$ cat config.mk
export PLATFORM = sky130hd
export DESIGN_NAME = sfft_frame_reader
export DESIGN_NICKNAME = d
export VERILOG_FILES = /design/src/rtl/sfft_frame_reader.sv
export SDC_FILE = /design/constraint.sdc
export NUM_CORES = 1
export LEC_CHECK = 0
export CAP_MARGIN = 10
export CORE_ASPECT_RATIO = 1.25
export CORE_MARGIN = 8
export CORE_UTILIZATION = 35
export CTS_BUF_LIST = sky130_fd_sc_hd__clkbuf_16
export DETAILED_ROUTE_END_ITERATION = 16
export PLACE_DENSITY = 0.72
export SYNTH_ARGS = -nofsm -noshare
export SYNTH_HDL_FRONTEND = slang
export SYNTH_SLANG_ARGS = --single-unit
$ cat constraint.sdc
create_clock -name clk -period 4.3 [get_ports clk]
set_input_delay 0.645 -clock clk [delete_from_list [all_inputs] [get_ports clk]]
set_output_delay 0.645 -clock clk [all_outputs]
set_load 0.1 [all_outputs]
$ cat src/rtl/sfft_frame_reader.sv
`timescale 1ns/1ps
`default_nettype none
// sfft_frame_reader: locks the FFT output buffer, fetches timestamp and all spectrum
// words byte-by-byte, streams them out little-endian, then releases the lock. rev 1.0
module sfft_frame_reader #(
   parameter int NFFT         = 512,
   parameter int READ_LATENCY = 1
) (
   input  logic                      clk,
   input  logic                      reset,
   input  logic                      start,
   output logic                      busy,
   output logic                      done,
   output logic                      frame_error,
   output logic [31:0]               timestamp,
   output logic [31:0]               out_data,
   output logic [$clog2(NFFT)-2:0]   out_index,
   output logic                      out_last,
   output logic                      out_valid,
   input  logic                      out_ready,
   output logic [15:0]               avm_address,
   output logic                      avm_chipselect,
   output logic                      avm_write,
   output logic [7:0]                avm_writedata,
   input  logic [7:0]                avm_readdata
);

   localparam int IDX_W = $clog2(NFFT) - 1;
   localparam int LAT_W = (READ_LATENCY < 1) ? 1 : $clog2(READ_LATENCY + 1);

   localparam logic [LAT_W-1:0] c_LAT        = LAT_W'(READ_LATENCY);
   localparam logic [IDX_W-1:0] c_LAST_K     = IDX_W'(NFFT / 2 - 1);
   localparam logic [15:0]      c_TIME_ADDR  = 16'(2 * NFFT);
   localparam logic [15:0]      c_VALID_ADDR = 16'(2 * NFFT + 4);

   localparam logic [2:0] c_IDLE     = 3'd0;
   localparam logic [2:0] c_LOCK     = 3'd1;
   localparam logic [2:0] c_CHKVALID = 3'd2;
   localparam logic [2:0] c_TIME     = 3'd3;
   localparam logic [2:0] c_BINS     = 3'd4;
   localparam logic [2:0] c_EMIT     = 3'd5;
   localparam logic [2:0] c_RELEASE  = 3'd6;
   localparam logic [2:0] c_DONE     = 3'd7;

   logic [2:0]       r_state;
   logic [IDX_W-1:0] r_k;
   logic [1:0]       r_byte;
   logic [LAT_W-1:0] r_wait;
   logic             r_err;
   logic [23:0]      r_shadow;
   logic [31:0]      r_asm;
   logic [31:0]      r_timestamp;
   logic             w_sample;

   // The byte address is held for READ_LATENCY+1 cycles; data is taken on the last one.
   assign w_sample = (r_wait == c_LAT);

   always_comb begin
      avm_address    = 16'd0;
      avm_chipselect = 1'b0;
      avm_write      = 1'b0;
      avm_writedata  = 8'h00;
      case (r_state)
         c_LOCK: begin
            avm_chipselect = 1'b1;
            avm_write      = 1'b1;
            avm_writedata  = 8'h01;
         end
         c_RELEASE: begin
            avm_chipselect = 1'b1;
            avm_write      = 1'b1;
         end
         c_CHKVALID: avm_address = c_VALID_ADDR;
         c_TIME:     avm_address = c_TIME_ADDR + 16'(r_byte);
         c_BINS:     avm_address = 16'({r_k, r_byte});
         default:    ;
      endcase
   end

   assign busy        = (r_state != c_IDLE);
   assign done        = (r_state == c_DONE);
   assign frame_error = done & r_err;
   assign out_valid   = (r_state == c_EMIT);
   assign out_last    = out_valid & (r_k == c_LAST_K);
   assign out_data    = r_asm;
   assign out_index   = r_k;
   assign timestamp   = r_timestamp;

   always_ff @(posedge clk or posedge reset) begin
      if (reset) begin
         r_state     <= c_IDLE;
         r_k         <= '0;
         r_byte      <= '0;
         r_wait      <= '0;
         r_err       <= 1'b0;
         r_shadow    <= '0;
         r_asm       <= '0;
         r_timestamp <= '0;
      end else begin
         case (r_state)
            c_IDLE: begin
               if (start) begin
                  r_state <= c_LOCK;
                  r_err   <= 1'b0;
                  r_k     <= '0;
                  r_byte  <= '0;
                  r_wait  <= '0;
               end
            end
            c_LOCK: r_state <= c_CHKVALID;
            c_CHKVALID: begin
               if (w_sample) begin
                  r_wait <= '0;
                  if (avm_readdata[0]) begin
                     r_state <= c_TIME;
                  end else begin
                     r_err   <= 1'b1;
                     r_state <= c_RELEASE;
                  end
               end else begin
                  r_wait <= r_wait + LAT_W'(1);
               end
            end
            c_TIME: begin
               if (w_sample) begin
                  r_wait <= '0;
                  r_byte <= r_byte + 2'd1;
                  // Shadow keeps the low three bytes so the visible timestamp changes only once.
                  if (r_byte == 2'd3) begin
                     r_timestamp <= {avm_readdata, r_shadow};
                     r_state     <= c_BINS;
                  end else begin
                     r_shadow <= {avm_readdata, r_shadow[23:8]};
                  end
               end else begin
                  r_wait <= r_wait + LAT_W'(1);
               end
            end
            c_BINS: begin
               if (w_sample) begin
                  r_wait <= '0;
                  r_byte <= r_byte + 2'd1;
                  r_asm  <= {avm_readdata, r_asm[31:8]};
                  if (r_byte == 2'd3) begin
                     r_state <= c_EMIT;
                  end
               end else begin
                  r_wait <= r_wait + LAT_W'(1);
               end
            end
            c_EMIT: begin
               if (out_ready) begin
                  if (r_k == c_LAST_K) begin
                     r_state <= c_RELEASE;
                  end else begin
                     r_k     <= r_k + IDX_W'(1);
                     r_state <= c_BINS;
                  end
               end
            end
            c_RELEASE: r_state <= c_DONE;
            c_DONE:    r_state <= c_IDLE;
            default:   r_state <= c_IDLE;
         endcase
      end
   end

endmodule
`default_nettype wire
# == After elaboration in Yosys (flattened, before gate mapping) ==
# Cells that the tools add are included.
# totals
regBits,103
output_inout_bits,103
wordCells,77
# classes
addsub,4
eq_ne,19
n_mux,26
n_bitwise,3
n_reduce_logical,17
# ops
operator,n
12-bit one-hot mux with 3 select lines,1
3-bit 2-to-1 mux,8
8-bit 2-to-1 mux,3
3-bit one-hot mux with 8 select lines,1
2-bit inequality test (second input constant),8
8-bit one-hot mux with 2 select lines,1
11-bit by 2-bit adder with 12-bit output (first input constant),1
3-bit equality test (second input constant),4
3-bit AND reduction,3
8-bit by 1-bit adder with 8-bit output (second input constant),1
8-bit equality test (second input constant),1
4-bit AND reduction,2
2-bit nonzero test,4
7-bit AND reduction,1
3-bit by 2-bit equality test with 1-bit output (second input constant),2
1-bit 2-to-1 mux,6
2-bit 2-to-1 mux,3
2-bit by 1-bit inequality test with 1-bit output (second input constant),2
1-bit one-hot mux with 2 select lines,2
2-bit one-hot mux with 2 select lines,1
2-bit AND reduction,2
2-bit OR reduction,2
3-bit by 1-bit equality test with 1-bit output (second input constant),1
3-bit zero test,1
7 further kinds,8

# == Depth between registers and ports, before layout ==
# logic_depth
depth_word,4
depth_mapped,6
depth_no_buf,5

# == Worst setup path after synthesis ==
# OpenSTA, ideal clock, no wires.
# synth_path
path_kind,register -> output
from,register r_state[0]
to,output avm_write
arrival_time_ns,4.093
required_time_ns,3.655
path_slack_ns,-0.438
stages_incl_launch_ff,6
n_path_buf,2
cell_sequence,dfrtp_1 > clkbuf_1 > inv_1 > nor3_1 > a21o_1 > buf_4
# synth_via
elab_chain_cells,3
word_cells_on_any_way,4
classes_between,2 x eq/ne; 1 x mux; 1 x reduce/logical
# synth_lines
item,line,text
start: declaration,45,logic [2:0] r_state;
start signal: assignment,91,r_state <= c_IDLE;
start signal: assignment,103,r_state <= c_LOCK;
start signal: assignment,110,c_LOCK: r_state <= c_CHKVALID;
3-bit equality test / 3-bit by 1-bit equality test with 1-bit output (equally long branches),n/a,
2-bit OR reduction (no source line) (*),n/a,
1-bit 2-to-1 mux (*),n/a,
end: declaration,23,"output logic avm_write,"
# Every way passes the cells marked *; elsewhere a longest branch is shown, timed or not.

# == Worst setup path in the final report ==
# layout_path
from,register r_state[2]
to,output out_last
# layout_via
elab_chain_cells,2
# layout_lines
item,line,text
3-bit equality test,83,assign out_valid = (r_state == c_EMIT);
1-bit bitwise AND,84,assign out_last = out_valid & (r_k == c_LAST_K);
end: declaration,18,"output logic out_last,"
# No other way between the ends.

==> impl_metrics.toml <==
[outcome]
status = "finished, final reports clean"

[setup_path]
cp_max_fo = 20
r2r-start = "r_state[2]"
critical_path_required_ns = 3.65
cp.arrival_ns = 2.83
crit_path_start_kind = "register"
cp-end-kind = "primary output"
cp-startpoint = "r_state[2]"
crit_type = "reg2out"

[timing]
fmax_ghz = 0.288
min_period_ns = 3.47
setup_viol = 0
rsz0062_at_grt = "false"
finalSetupTns_ns = 0
timing.slew.headroom = 0.328
min_period_over_period = 0.807
finalClockSkew_ns = 0.00501
fin_ws_ns = 0.829
tightest_slew_ns = 1.01
slew_viol_final = 0
hold_viol = 0

[cells_and_area]
fillCellCount = 1160
fin_nets = 440
area_growth_pct = 30.4
finalNonFillerCells = 599
regArea_sq_um = 2580
insertedDiodeCount = 0
drive_above_1_share = 0.276
final_util = 0.462
multi_input_area_sq_um = 1660

[route]
drt_first_pass_iters = 4
drcViolationCount = 0
drtIter0Drc = 85
dr_total_vias = 2847
antenna_left = 0
wl_per_cell_um = 16.2
viasPerCell = 4.75
totalWireLength_mm = 9.73

[clocking]
post-cts-setup-buffers = 0
clockRootBuffer = "clkbuf_16"
cts_tree = "yes"
cts_resized = 0
clock_path_buffers = 2
cts_inserted_buffers = 9
cts_htree_levels = 3
holdBufCountCts = 0
cts_num_sinks = 103
clkSlewWorstSetupHoldPaths_ns = 0.07
clk_latency_ns = 0.34

[yosys]
synth.distinct_cells = 42
ys_warn_count = 0
synth_seq_cells = 103
postSynthCellCount = 328
synth_area_per_cell_sq_um = 13.5
seq_area_frac_synth = 0.580
syn_area_sq_um = 4440

[global_route]
grt_pass1_vias = 2918
grt_usage = 0.120
grt_max_degree = 79
antenna_found_initial = 0
grt_pass1_wl_mm = 15.4
grt_overflow = 0

[die]
rows = 46
fp.coreArea_sq_um = 12500
io_pins = 115
die_w_um = 117
initial_core_util = 0.354
die_area_sq_um = 16600
die_h_um = 142

[placed_design]
post-dp-hpwl_mm = 7.02
dp_slack_ns = 1.21
io_buffers = 102
dp.cells = 583
place.gp.congestion = 0.826

[worst_hold_path]
hp-start = "timestamp[28]"
hp-class = "reg2reg"

[run]
maxCapViolations = 0
final cells by class:
cell class,count,share of cell area
Clock buffer,9,0.0389
Multi-Input combinational cell,199,0.286
Sequential cell,103,0.445
Inverter,7,0.00497
Clock inverter,7,0.0119
Tap cell,168,0.0363
Timing Repair Buffer,106,0.177
path summary, 6_finish.rpt:
kind,slack [ns],cells after the start,end
min in group asynchronous,0.87,2,timestamp[1]
max in group asynchronous,2.66,3,out_index[7]
hold / removal,0.49,1,timestamp[28]
setup / recovery,0.83,3,out_last
hold reg to reg,0.49,1,timestamp[28]
setup reg to reg,1.97,4,out_data[4]
critical path, cell delays in order (launching register included):
cell             delay, ns
dfrtp_1               0.70
and3b_1               0.41
nor3b_2               0.22
clkdlybuf4s50_1       1.16
routing by layer:
| layer | track usage | share of wire | up-vias |
|---|---|---|---|
| met4 | 0.0500 | 0.0099 | 0 |
| met2 | 0.208 | 0.52 | 82 |
| met5 | 0 | 0 | - |
| li1 | - | - | 1338 |
| met1 | 0.132 | 0.40 | 1421 |
| met3 | 0.0348 | 0.070 | 6 |
per-stage QoR:
stage / hold WS (ns) / instance area [sq um]
after floorplan: 0.477 / 4500
after global placement: 0.475 / 5500
after detailed placement: 0.481 / 5500
after CTS: 0.498 / 5800
after global routing: 0.516 / 5800
final: 0.495 / 5800
placed cells by master (no fill, tap or decap), types with 2 or more instances in the layout:
| master | Yosys | final |
|---|---|---|
| dfrtp_1 | 103 | 103 |
| clkdlybuf4s50_1 | 0 | 93 |
| mux2_2 | 83 | 83 |
| nand3_1 | 14 | 14 |
| nand2_1 | 13 | 13 |
| buf_4 | 16 | 13 |
| conb_1 | 1 | 12 |
| and2_1 | 11 | 11 |
| clkbuf_16 | 0 | 9 |
| o21ai_0 | 8 | 8 |
| inv_1 | 7 | 6 |
| a21oi_1 | 6 | 6 |
| nor2b_1 | 5 | 5 |
| mux2_1 | 5 | 5 |
| nor2_1 | 4 | 4 |
| a31oi_1 | 3 | 3 |
| mux2i_1 | 3 | 3 |
| clkinv_4 | 0 | 3 |
| nand4b_1 | 2 | 2 |
| o31a_1 | 2 | 2 |
| or4_1 | 2 | 2 |
| o211ai_1 | 2 | 2 |
| o31ai_1 | 2 | 2 |
| and3_1 | 2 | 2 |
| nor3b_2 | 1 | 2 |
| a21o_1 | 2 | 2 |
| ha_1 | 2 | 2 |
| inv_8 | 0 | 2 |
cell families after synthesis:
family | after synthesis | synth area share
AOI/OAI and AO/OA | 30 | 0.0434
xor gates and xnor gates | 1 | 0.00197
adders and majority gates | 2 | 0.00563
buffers and inverters | 37 | 0.0588
DFF | 103 | 0.580
muxes | 91 | 0.230
other | 1 | 0.000844
and+or+nand+nor | 63 | 0.0797
state kept, by name, summed over array words and instances (netlist names):
name       flops
r_shadow      24
out_index      8
timestamp     32
out_data      32
r_state        3
r_wait         1
r_err          1
r_byte         2
Yosys cell counts:
| cell type | number | area [sq um] |
|---|---|---|
| dfrtp_1 | 103 | 2580 |
| mux2_2 | 83 | 935 |
| buf_4 | 16 | 120 |
| nand3_1 | 14 | 70.1 |
| nand2_1 | 13 | 48.8 |
| and2_1 | 11 | 68.8 |
| buf_6 | 8 | 90.1 |
| o21ai_0 | 8 | 40.0 |
| inv_1 | 7 | 26.3 |
| a21oi_1 | 6 | 30.0 |
| mux2_1 | 5 | 56.3 |
| nor2b_1 | 5 | 31.3 |
| clkbuf_1 | 4 | 15.0 |
| nor2_1 | 4 | 15.0 |
| a31oi_1 | 3 | 18.8 |
| mux2i_1 | 3 | 30.0 |
| a21o_1 | 2 | 15.0 |
| and3_1 | 2 | 12.5 |
| buf_2 | 2 | 10.0 |
| ha_1 | 2 | 25.0 |
| nand4b_1 | 2 | 17.5 |
| o211ai_1 | 2 | 15.0 |
| o31a_1 | 2 | 17.5 |
| o31ai_1 | 2 | 15.0 |
| or4_1 | 2 | 15.0 |
| a21boi_0 | 1 | 7.51 |
| a221oi_1 | 1 | 8.76 |
| a2bb2oi_1 | 1 | 8.76 |
| a31o_2 | 1 | 8.76 |
| and3b_1 | 1 | 8.76 |
| conb_1 | 1 | 3.75 |
| nand2_2 | 1 | 6.26 |
| nand3b_1 | 1 | 7.51 |
| nand4_1 | 1 | 6.26 |
| nor2_2 | 1 | 6.26 |
| nor3_1 | 1 | 5.00 |
| nor3b_1 | 1 | 7.51 |
| nor3b_2 | 1 | 12.5 |
| o21bai_1 | 1 | 7.51 |
| or3_1 | 1 | 6.26 |
| or3b_2 | 1 | 8.76 |
| xnor2_1 | 1 | 8.76 |
Power is not shown: default switching activity piles up to over one toggle a cycle in this logic, so the estimate is an artifact.
